File: config.mk
export PLATFORM = sky130hd
export DESIGN_NAME = alu_sequencer
export DESIGN_NICKNAME = d
export VERILOG_FILES = /design/src/rtl/alu_pkg.sv /design/src/rtl/regfile_4x8.sv /design/src/rtl/alu_sequencer.sv
export SDC_FILE = /design/constraint.sdc
export NUM_CORES = 1
export LEC_CHECK = 0
export CAP_MARGIN = 25
export CORE_MARGIN = 5
export CORE_UTILIZATION = 30
export DETAILED_ROUTE_END_ITERATION = 7
export PLACE_DENSITY_LB_ADDON = 0.12
export SLEW_MARGIN = 20
export SYNTH_ARGS = -nofsm -noshare
export SYNTH_HDL_FRONTEND = slang
export SYNTH_HIERARCHICAL = 1
export SYNTH_SLANG_ARGS = --single-unit
File: constraint.sdc
create_clock -name clk -period 6.4 [get_ports clk]
set_input_delay 0.96 -clock clk [delete_from_list [all_inputs] [get_ports clk]]
set_output_delay 0.96 -clock clk [all_outputs]
set_load 0.05 [all_outputs]
File: src/rtl/alu_pkg.sv
// Shared definitions for the ALU sequencer: opcodes, sequencer states and
// instruction field positions.
package alu_pkg;

    // Opcodes, instruction bits [15:12]
    localparam logic [3:0] OP_NOP  = 4'h0;
    localparam logic [3:0] OP_ADD  = 4'h1;
    localparam logic [3:0] OP_SUB  = 4'h2;
    localparam logic [3:0] OP_MUL  = 4'h3;
    localparam logic [3:0] OP_DIV  = 4'h4;
    localparam logic [3:0] OP_INC  = 4'h5;
    localparam logic [3:0] OP_DEC  = 4'h6;
    localparam logic [3:0] OP_AND  = 4'h7;
    localparam logic [3:0] OP_OR   = 4'h8;
    localparam logic [3:0] OP_NOT  = 4'h9;
    localparam logic [3:0] OP_XOR  = 4'hA;
    localparam logic [3:0] OP_LDI  = 4'hB;
    localparam logic [3:0] OP_MOV  = 4'hC;
    localparam logic [3:0] OP_JMP  = 4'hD;
    localparam logic [3:0] OP_BRZ  = 4'hE;
    localparam logic [3:0] OP_HALT = 4'hF;

    typedef enum logic [2:0] {
        StIdle,
        StFetch,
        StDecode,
        StExecute,
        StHalt
    } seq_state_e;

    // Instruction field slice positions
    localparam int unsigned OPC_MSB = 15;
    localparam int unsigned OPC_LSB = 12;
    localparam int unsigned RD_MSB  = 11;
    localparam int unsigned RD_LSB  = 10;
    localparam int unsigned RS_MSB  = 9;
    localparam int unsigned RS_LSB  = 8;
    localparam int unsigned IMM_MSB = 7;
    localparam int unsigned IMM_LSB = 0;

    // Opcodes whose operand 1 is the immediate field rather than a register.
    function automatic logic uses_imm(input logic [3:0] opc);
        return (opc == OP_LDI) || (opc == OP_JMP) || (opc == OP_BRZ);
    endfunction

endpackage

File: src/rtl/regfile_4x8.sv
// 4 x 8-bit register file.
//   clk, reset            : rising-edge clock, synchronous active-high reset (regs to 0)
//   ra_addr_i/ra_data_o   : async read port A
//   rb_addr_i/rb_data_o   : async read port B
//   dbg_sel_i/dbg_data_o  : async debug read port
//   we0_i/waddr0_i/wdata0_i : main write port
//   we1_i/waddr1_i/wdata1_i : second write port (MUL high byte)
module regfile_4x8 (
    input  logic       clk,
    input  logic       reset,
    input  logic [1:0] ra_addr_i,
    output logic [7:0] ra_data_o,
    input  logic [1:0] rb_addr_i,
    output logic [7:0] rb_data_o,
    input  logic [1:0] dbg_sel_i,
    output logic [7:0] dbg_data_o,
    input  logic       we0_i,
    input  logic [1:0] waddr0_i,
    input  logic [7:0] wdata0_i,
    input  logic       we1_i,
    input  logic [1:0] waddr1_i,
    input  logic [7:0] wdata1_i
);

    logic [7:0] regs_q [4];

    always_ff @(posedge clk) begin
        if (reset) begin
            for (int i = 0; i < 4; i++) begin
                regs_q[i] <= '0;
            end
        end else begin
            if (we0_i) begin
                regs_q[waddr0_i] <= wdata0_i;
            end
            // The two write addresses never collide (rd vs rd^1).
            if (we1_i) begin
                regs_q[waddr1_i] <= wdata1_i;
            end
        end
    end

    assign ra_data_o  = regs_q[ra_addr_i];
    assign rb_data_o  = regs_q[rb_addr_i];
    assign dbg_data_o = regs_q[dbg_sel_i];

endmodule

File: src/rtl/alu_sequencer.sv
// Fetch/decode/execute controller driving an external 8-bit ALU.
// One instruction every three cycles (FETCH, DECODE, EXECUTE).
//   clk, reset             : rising-edge clock, synchronous active-high reset
//   run                    : level, leaves IDLE while high
//   imem_addr / imem_data  : instruction ROM address (= pc) and combinational data
//   alu_opcode/op1/op2     : registered ALU inputs, set in DECODE, held otherwise
//   alu_enable             : high during EXECUTE (except DIV by zero and HALT)
//   alu_out / alu_outmd    : ALU 8-bit and 16-bit mul/div results
//   busy                   : high in FETCH, DECODE, EXECUTE
//   halted / div_err       : sticky status flags
//   dbg_sel / dbg_data     : combinational register-file debug read
module alu_sequencer
    import alu_pkg::*;
#(
    parameter logic [7:0]  RESET_PC = 8'h00,
    parameter int unsigned IW       = 16
) (
    input  logic          clk,
    input  logic          reset,
    input  logic          run,
    output logic [7:0]    imem_addr,
    input  logic [IW-1:0] imem_data,
    output logic [3:0]    alu_opcode,
    output logic [7:0]    alu_op1,
    output logic [7:0]    alu_op2,
    output logic          alu_enable,
    input  logic [7:0]    alu_out,
    input  logic [15:0]   alu_outmd,
    output logic          busy,
    output logic          halted,
    output logic          div_err,
    input  logic [1:0]    dbg_sel,
    output logic [7:0]    dbg_data
);

    seq_state_e    state_q, state_d;
    logic [7:0]    pc_q, pc_d;
    logic [IW-1:0] instr_q, instr_d;
    logic [3:0]    opcode_q, opcode_d;
    logic [7:0]    op1_q, op1_d;
    logic [7:0]    op2_q, op2_d;
    logic          halted_q, halted_d;
    logic          div_err_q, div_err_d;

    logic [3:0] opc;
    logic [1:0] rd, rs;
    logic [7:0] imm;
    logic [7:0] rd_data, rs_data;

    logic       we0, we1;
    logic [1:0] waddr0, waddr1;
    logic [7:0] wdata0, wdata1;

    assign opc = instr_q[OPC_MSB:OPC_LSB];
    assign rd  = instr_q[RD_MSB:RD_LSB];
    assign rs  = instr_q[RS_MSB:RS_LSB];
    assign imm = instr_q[IMM_MSB:IMM_LSB];

    regfile_4x8 u_regfile (
        .clk        (clk),
        .reset      (reset),
        .ra_addr_i  (rd),
        .ra_data_o  (rd_data),
        .rb_addr_i  (rs),
        .rb_data_o  (rs_data),
        .dbg_sel_i  (dbg_sel),
        .dbg_data_o (dbg_data),
        .we0_i      (we0),
        .waddr0_i   (waddr0),
        .wdata0_i   (wdata0),
        .we1_i      (we1),
        .waddr1_i   (waddr1),
        .wdata1_i   (wdata1)
    );

    always_comb begin
        state_d    = state_q;
        pc_d       = pc_q;
        instr_d    = instr_q;
        opcode_d   = opcode_q;
        op1_d      = op1_q;
        op2_d      = op2_q;
        halted_d   = halted_q;
        div_err_d  = div_err_q;
        alu_enable = 1'b0;
        we0        = 1'b0;
        waddr0     = rd;
        wdata0     = alu_out;
        we1        = 1'b0;
        waddr1     = rd ^ 2'b01;
        wdata1     = alu_outmd[15:8];

        unique case (state_q)
            StIdle: begin
                if (run) begin
                    state_d = StFetch;
                end
            end
            StFetch: begin
                instr_d = imem_data;
                state_d = StDecode;
            end
            StDecode: begin
                opcode_d = opc;
                op2_d    = rs_data;
                if (uses_imm(opc)) begin
                    op1_d = imm;
                end else if (opc == OP_MOV) begin
                    op1_d = rs_data;
                end else begin
                    op1_d = rd_data;
                end
                state_d = StExecute;
            end
            StExecute: begin
                alu_enable = 1'b1;
                pc_d       = pc_q + 8'd1;
                state_d    = run ? StFetch : StIdle;
                case (opcode_q)
                    OP_NOP: ;
                    OP_MUL: begin
                        we0    = 1'b1;
                        wdata0 = alu_outmd[7:0];
                        we1    = 1'b1;
                    end
                    OP_DIV: begin
                        we0 = 1'b1;
                        // Divide-by-zero never reaches the ALU; the result is forced.
                        if (rs_data == 8'h00) begin
                            alu_enable = 1'b0;
                            wdata0     = 8'hFF;
                            div_err_d  = 1'b1;
                        end else begin
                            wdata0 = alu_outmd[7:0];
                        end
                    end
                    OP_JMP: begin
                        pc_d = alu_out;
                    end
                    OP_BRZ: begin
                        if (rd_data == 8'h00) begin
                            pc_d = alu_out;
                        end
                    end
                    OP_HALT: begin
                        alu_enable = 1'b0;
                        halted_d   = 1'b1;
                        pc_d       = pc_q;
                        state_d    = StHalt;
                    end
                    default: begin
                        we0 = 1'b1;
                    end
                endcase
            end
            StHalt: ;
            default: begin
                state_d = StIdle;
            end
        endcase
    end

    always_ff @(posedge clk) begin
        if (reset) begin
            state_q   <= StIdle;
            pc_q      <= RESET_PC;
            instr_q   <= '0;
            opcode_q  <= '0;
            op1_q     <= '0;
            op2_q     <= '0;
            halted_q  <= 1'b0;
            div_err_q <= 1'b0;
        end else begin
            state_q   <= state_d;
            pc_q      <= pc_d;
            instr_q   <= instr_d;
            opcode_q  <= opcode_d;
            op1_q     <= op1_d;
            op2_q     <= op2_d;
            halted_q  <= halted_d;
            div_err_q <= div_err_d;
        end
    end

    assign imem_addr  = pc_q;
    assign alu_opcode = opcode_q;
    assign alu_op1    = op1_q;
    assign alu_op2    = op2_q;
    assign busy       = (state_q == StFetch) || (state_q == StDecode) || (state_q == StExecute);
    assign halted     = halted_q;
    assign div_err    = div_err_q;

endmodule

### Word-level counts from Yosys, hierarchy flattened

Memories as Yosys holds them, arrays and structs flattened. A register that Yosys moved wholly into a read port is not among the register bits.
Cells that the tools add are included.

* memories: 1
* bits in writable memories: 32
* output and inout bits: 40
* logic and storage cells: 78
* register bits after elaboration: 49
* input bits: 45

* mux-type cells: 36
* eq/ne operators: 14
* add/subtract/negate cells: 1
* bitwise operators: 3
* reduce and logical (&&, ||, !) cells: 15

Memories
* u_regfile.regs_q: depth 4, width 8, rd ports 3, clocked after Yosys merged registers in 2, write ports 4, line regfile_4x8.sv:25 `logic [7:0] regs_q [4];`

Operator list (count)
* $mux W8: 7
* $eq A4 B4 Y1 const B: 7
* $pmux W8 S3: 1
* $mux W1: 17
* $logic_not A8 Y1: 2
* $pmux W8 S2: 1
* $reduce_or A8 Y1: 2
* $pmux W3 S5: 1
* $mux W2: 6
* $add A8 B1 Y8 const B: 1
* $eq A3 B2 Y1 const B: 2
* $mux W3: 2
* $reduce_and A2 Y1: 3
* $eq A4 B2 Y1 const B: 1
* $eq A4 B3 Y1 const B: 1
* $logic_not A4 Y1: 1
* $logic_or A1 B1 Y1: 4
* $reduce_or A4 Y1: 1
* $eq A3 B1 Y1 const B: 1
* $eq A3 B3 Y1 const B: 1
* $logic_not A3 Y1: 1
* $not A1 Y1: 3
* $reduce_and A3 Y1: 1
* $ne A2 B2 Y1 const B: 1
* $pmux W1 S2: 1

### Longest topological paths before layout

* word-level depth: 9
* mapped depth: 8
* gate-level depth less buffers: 7

### Hierarchy

The synthesis kept the hierarchy.

Modules (own cells, without submodules)
* alu_sequencer: sequential area each 980.9 um^2, cells an instance 321, area each 2512.4 um^2, instances 1
* regfile_4x8: sequential area each 960.9 um^2, cells an instance 150, area each 2117.0 um^2, instances 1

### Worst setup path before layout

OpenSTA, ideal clock, no wires.

* kind: register to output
* from: register, netlist name instr_q[8]
* to: output alu_enable
* arrival time: 2.371 ns
* path slack: 3.069 ns
* data required time: 5.440 ns
* cell stages (with the launch flop): 6
* buffers on the path: 1
* cell sequence: dfxtp_1 > buf_2 > mux4_2 > or4_1 > nor4_1 > a21oi_1

RTL lines
* end, declared: line alu_sequencer.sv:26 `output logic alu_enable,`

==> metrics.txt <==
Syn-to-layout area delta 25.4%; DIE AREA 18,000 um2; grt total ovfl 0; post-CTS setup buffers 0; crit-path max FO 9; synthesized area 4630 um2; Critical R2R Launch instr_q[8]; Synth cell types 60; Std-Cell Rows 45; DP Worst Slack 2.04 ns; Final min period 4.66 ns; Final Cell Area 5810 um2; clock skew 0.00794 ns; Die W 134 um; Post-synth EDFFs 32; insertion delay to the later sink of the worst-skew pair 0.34 ns; vias in the first global route 3,821; initial antenna violation count 0; synthesis-stage register bit count 81; H-tree lvl count 3; WP data arrival 3.70 ns; Yosys warnings 6; asr flop ratio synth 0%; Worst R2R Path Depth 7; clock buffer depth 2; DR WL/cell 18.9 um; largest area contributor in the netlist dfxtp_1; Cells after Synth 471; Reg clk slew, reported paths 0.07 ns; Pleak 1.84 nW; initial core utilization 30.6%; post-route antenna net violation count 0; Inst Count DP 708; routed via count 3,856; Hold Crit Depth 2; WHS Endpoint halted; Fin Hold WS 0.451 ns; max-slew violations 0; Die Span Y 134 um; first-pass GRT wire length 21.7 mm; Setup CP Type reg -> out; P per Cell Area 232 nW/um2; post_cts resized 0; placed cell area 5520 um2; drt first pass iters 4; Worst Path Required 5.44 ns; fill cell count 1,493; Starting DRT DRC Count 197; CTS Sinks 81; setup violators final 0; nets 577; most frequent cells in the layout 113 x nand2_1, 83 x clkdlybuf4s50_1, 49 x dfxtp_1; Hold Crit Start halted; status finished clean; port buffer count 84; Max VDD drop 0.123 mV; slowest CP cell clkdlybuf4s50_1; number of inserted diodes 0; Worst Tran Pin Value 0.908 ns; max cap viols 0; final setup margin 1.74 ns; Inserted Clock Buffers 9; max incr delay on CP 0.73 ns; Post-Route WL 13.7 mm; Final TNS setup 0 ns; reg2reg end u_regfile/regs_q[1][3]; layout cells sized above 1 11.2%; RSZ-0062 raised after global routing false; worst hold path type reg -> reg; CTS Root Cell clkbuf_16; vias per cell 5.33; IO Pins 85; Synth top area share 21.2%; most common cell after layout, fill and taps aside nand2_1; Post-Syn Area per Cell 9.83 um2; hold_buf cts 0; CTS tree done; Worst setup SP type flip-flop; # DRC 0; Synthesized Nets 517; DP Wirelength 10.3 mm; final hold viol count 0; GRT Total Usage 15.5%; period utilisation layout 72.8%; CP Capture Type output pin; register area share after synthesis 41.9%; Non-Filler Instances 724; synth top area cells dfxtp_1 21%, edfxtp_1 21%, mux4_2 12%; cell chain of the critical path mux4_2 -> or4_1 -> nor4_1 -> a21oi_1 -> clkdlybuf4s50_1; reg2reg setup slack 2.76 ns; Synth Flop Type dfxtp_1; Slew HR 39.2%; Fmax achieved 214 MHz; Final GP Congestion 0.781; largest net degree at the start of global routing 69; core area 15,100 um2
cell families after synthesis:
logic type | synth area share, %
XOR/XNOR | 0.378
flip-flops | 41.9
buffers and inverters | 4.89
adder cells (fa/ha/maj) | 0.270
multiplexers | 14.1
AO/OA/AOI/OAI | 14.8
AND/OR/NAND/NOR | 23.7
cell type report:
class / count / area, um2 / share of cell area (%)
Clock buffer: 9 / 225 / 3.88
Multi-Input combinational cell: 347 / 2470 / 42.5
Tap cell: 188 / 235 / 4.05
Timing Repair Buffer: 86 / 851 / 14.7
Inverter: 6 / 22.5 / 0.388
Sequential cell: 81 / 1940 / 33.4
Clock inverter: 7 / 60.1 / 1.03
worst max-delay path, delay by kind of cell (launching register included):
| kind | cells | cell delay [ns] |
|---|---|---|
| multiplexers | 1 | 0.62 |
| flip-flops | 1 | 0.66 |
| AND/OR/NAND/NOR | 2 | 1.20 |
| buffers and inverters | 1 | 0.73 |
| AO/OA/AOI/OAI | 1 | 0.15 |
sequential cells by signal, summed over array words and instances, names as in the netlist:
register and count:
halted 1, u_regfile/regs_q 32, alu_opcode 4, div_err 1
alu_op2 8, alu_op1 8, instr_q 16, imem_addr 8
state_q 3
stage by stage:
stage | total power [W] | util, %
6_report | 0.00135 | 38.3
2_1_floorplan | 0.000765 | -
4_1_cts | 0.00137 | 38.3
3_5_place_dp | 0.000863 | 36.4
3_3_place_gp | 0.000860 | 36.4
5_1_grt | 0.00141 | 38.3
power breakdown:
group	leakage (nW)	switching, W	internal (W)
Sequential	0.729	0.0000361	0.000562
Combinational	0.967	0.000146	0.000105
Clock	0.144	0.000227	0.000272
how the worst max path moves through the flow:
stage	from	end	slack (ns)	cells past startpoint
floorplan	instr_q[8]	alu_enable	3.07	5
global placement	instr_q[8]	alu_enable	2.06	5
detailed placement	instr_q[8]	alu_enable	2.04	5
CTS	instr_q[8]	alu_enable	1.64	5
global route	instr_q[8]	alu_enable	1.50	5
finish	instr_q[8]	alu_enable	1.74	5
metal layers:
metal / vias to the layer above / track usage [%] / part of all wire, % / wire, um
li1: 1886 / - / - / -
met1: 1878 / 20.7 / 47 / 6420
met2: 88 / 25.2 / 49 / 6640
met3: 4 / 2.70 / 3.9 / 531
met4: 0 / 5.43 / 0.72 / 98
met5: - / 0 / 0 / 0
cells in the mapped netlist, drive strengths merged, types with 4 or more instances:
cell type,number
a31oi,4
inv,6
and2,4
mux4,24
nand2b,4
nor3,9
nand3,10
a21oi,37
nor2,19
nor2b,5
edfxtp,32
nand4b,8
o21ai,14
dfxtp,49
mux2i,11
clkbuf,18
o311ai,8
o31ai,16
nand3b,11
a22o,8
buf,19
nand2,113
nor4,7
Note: power is estimated with default switching activity, not from simulation.
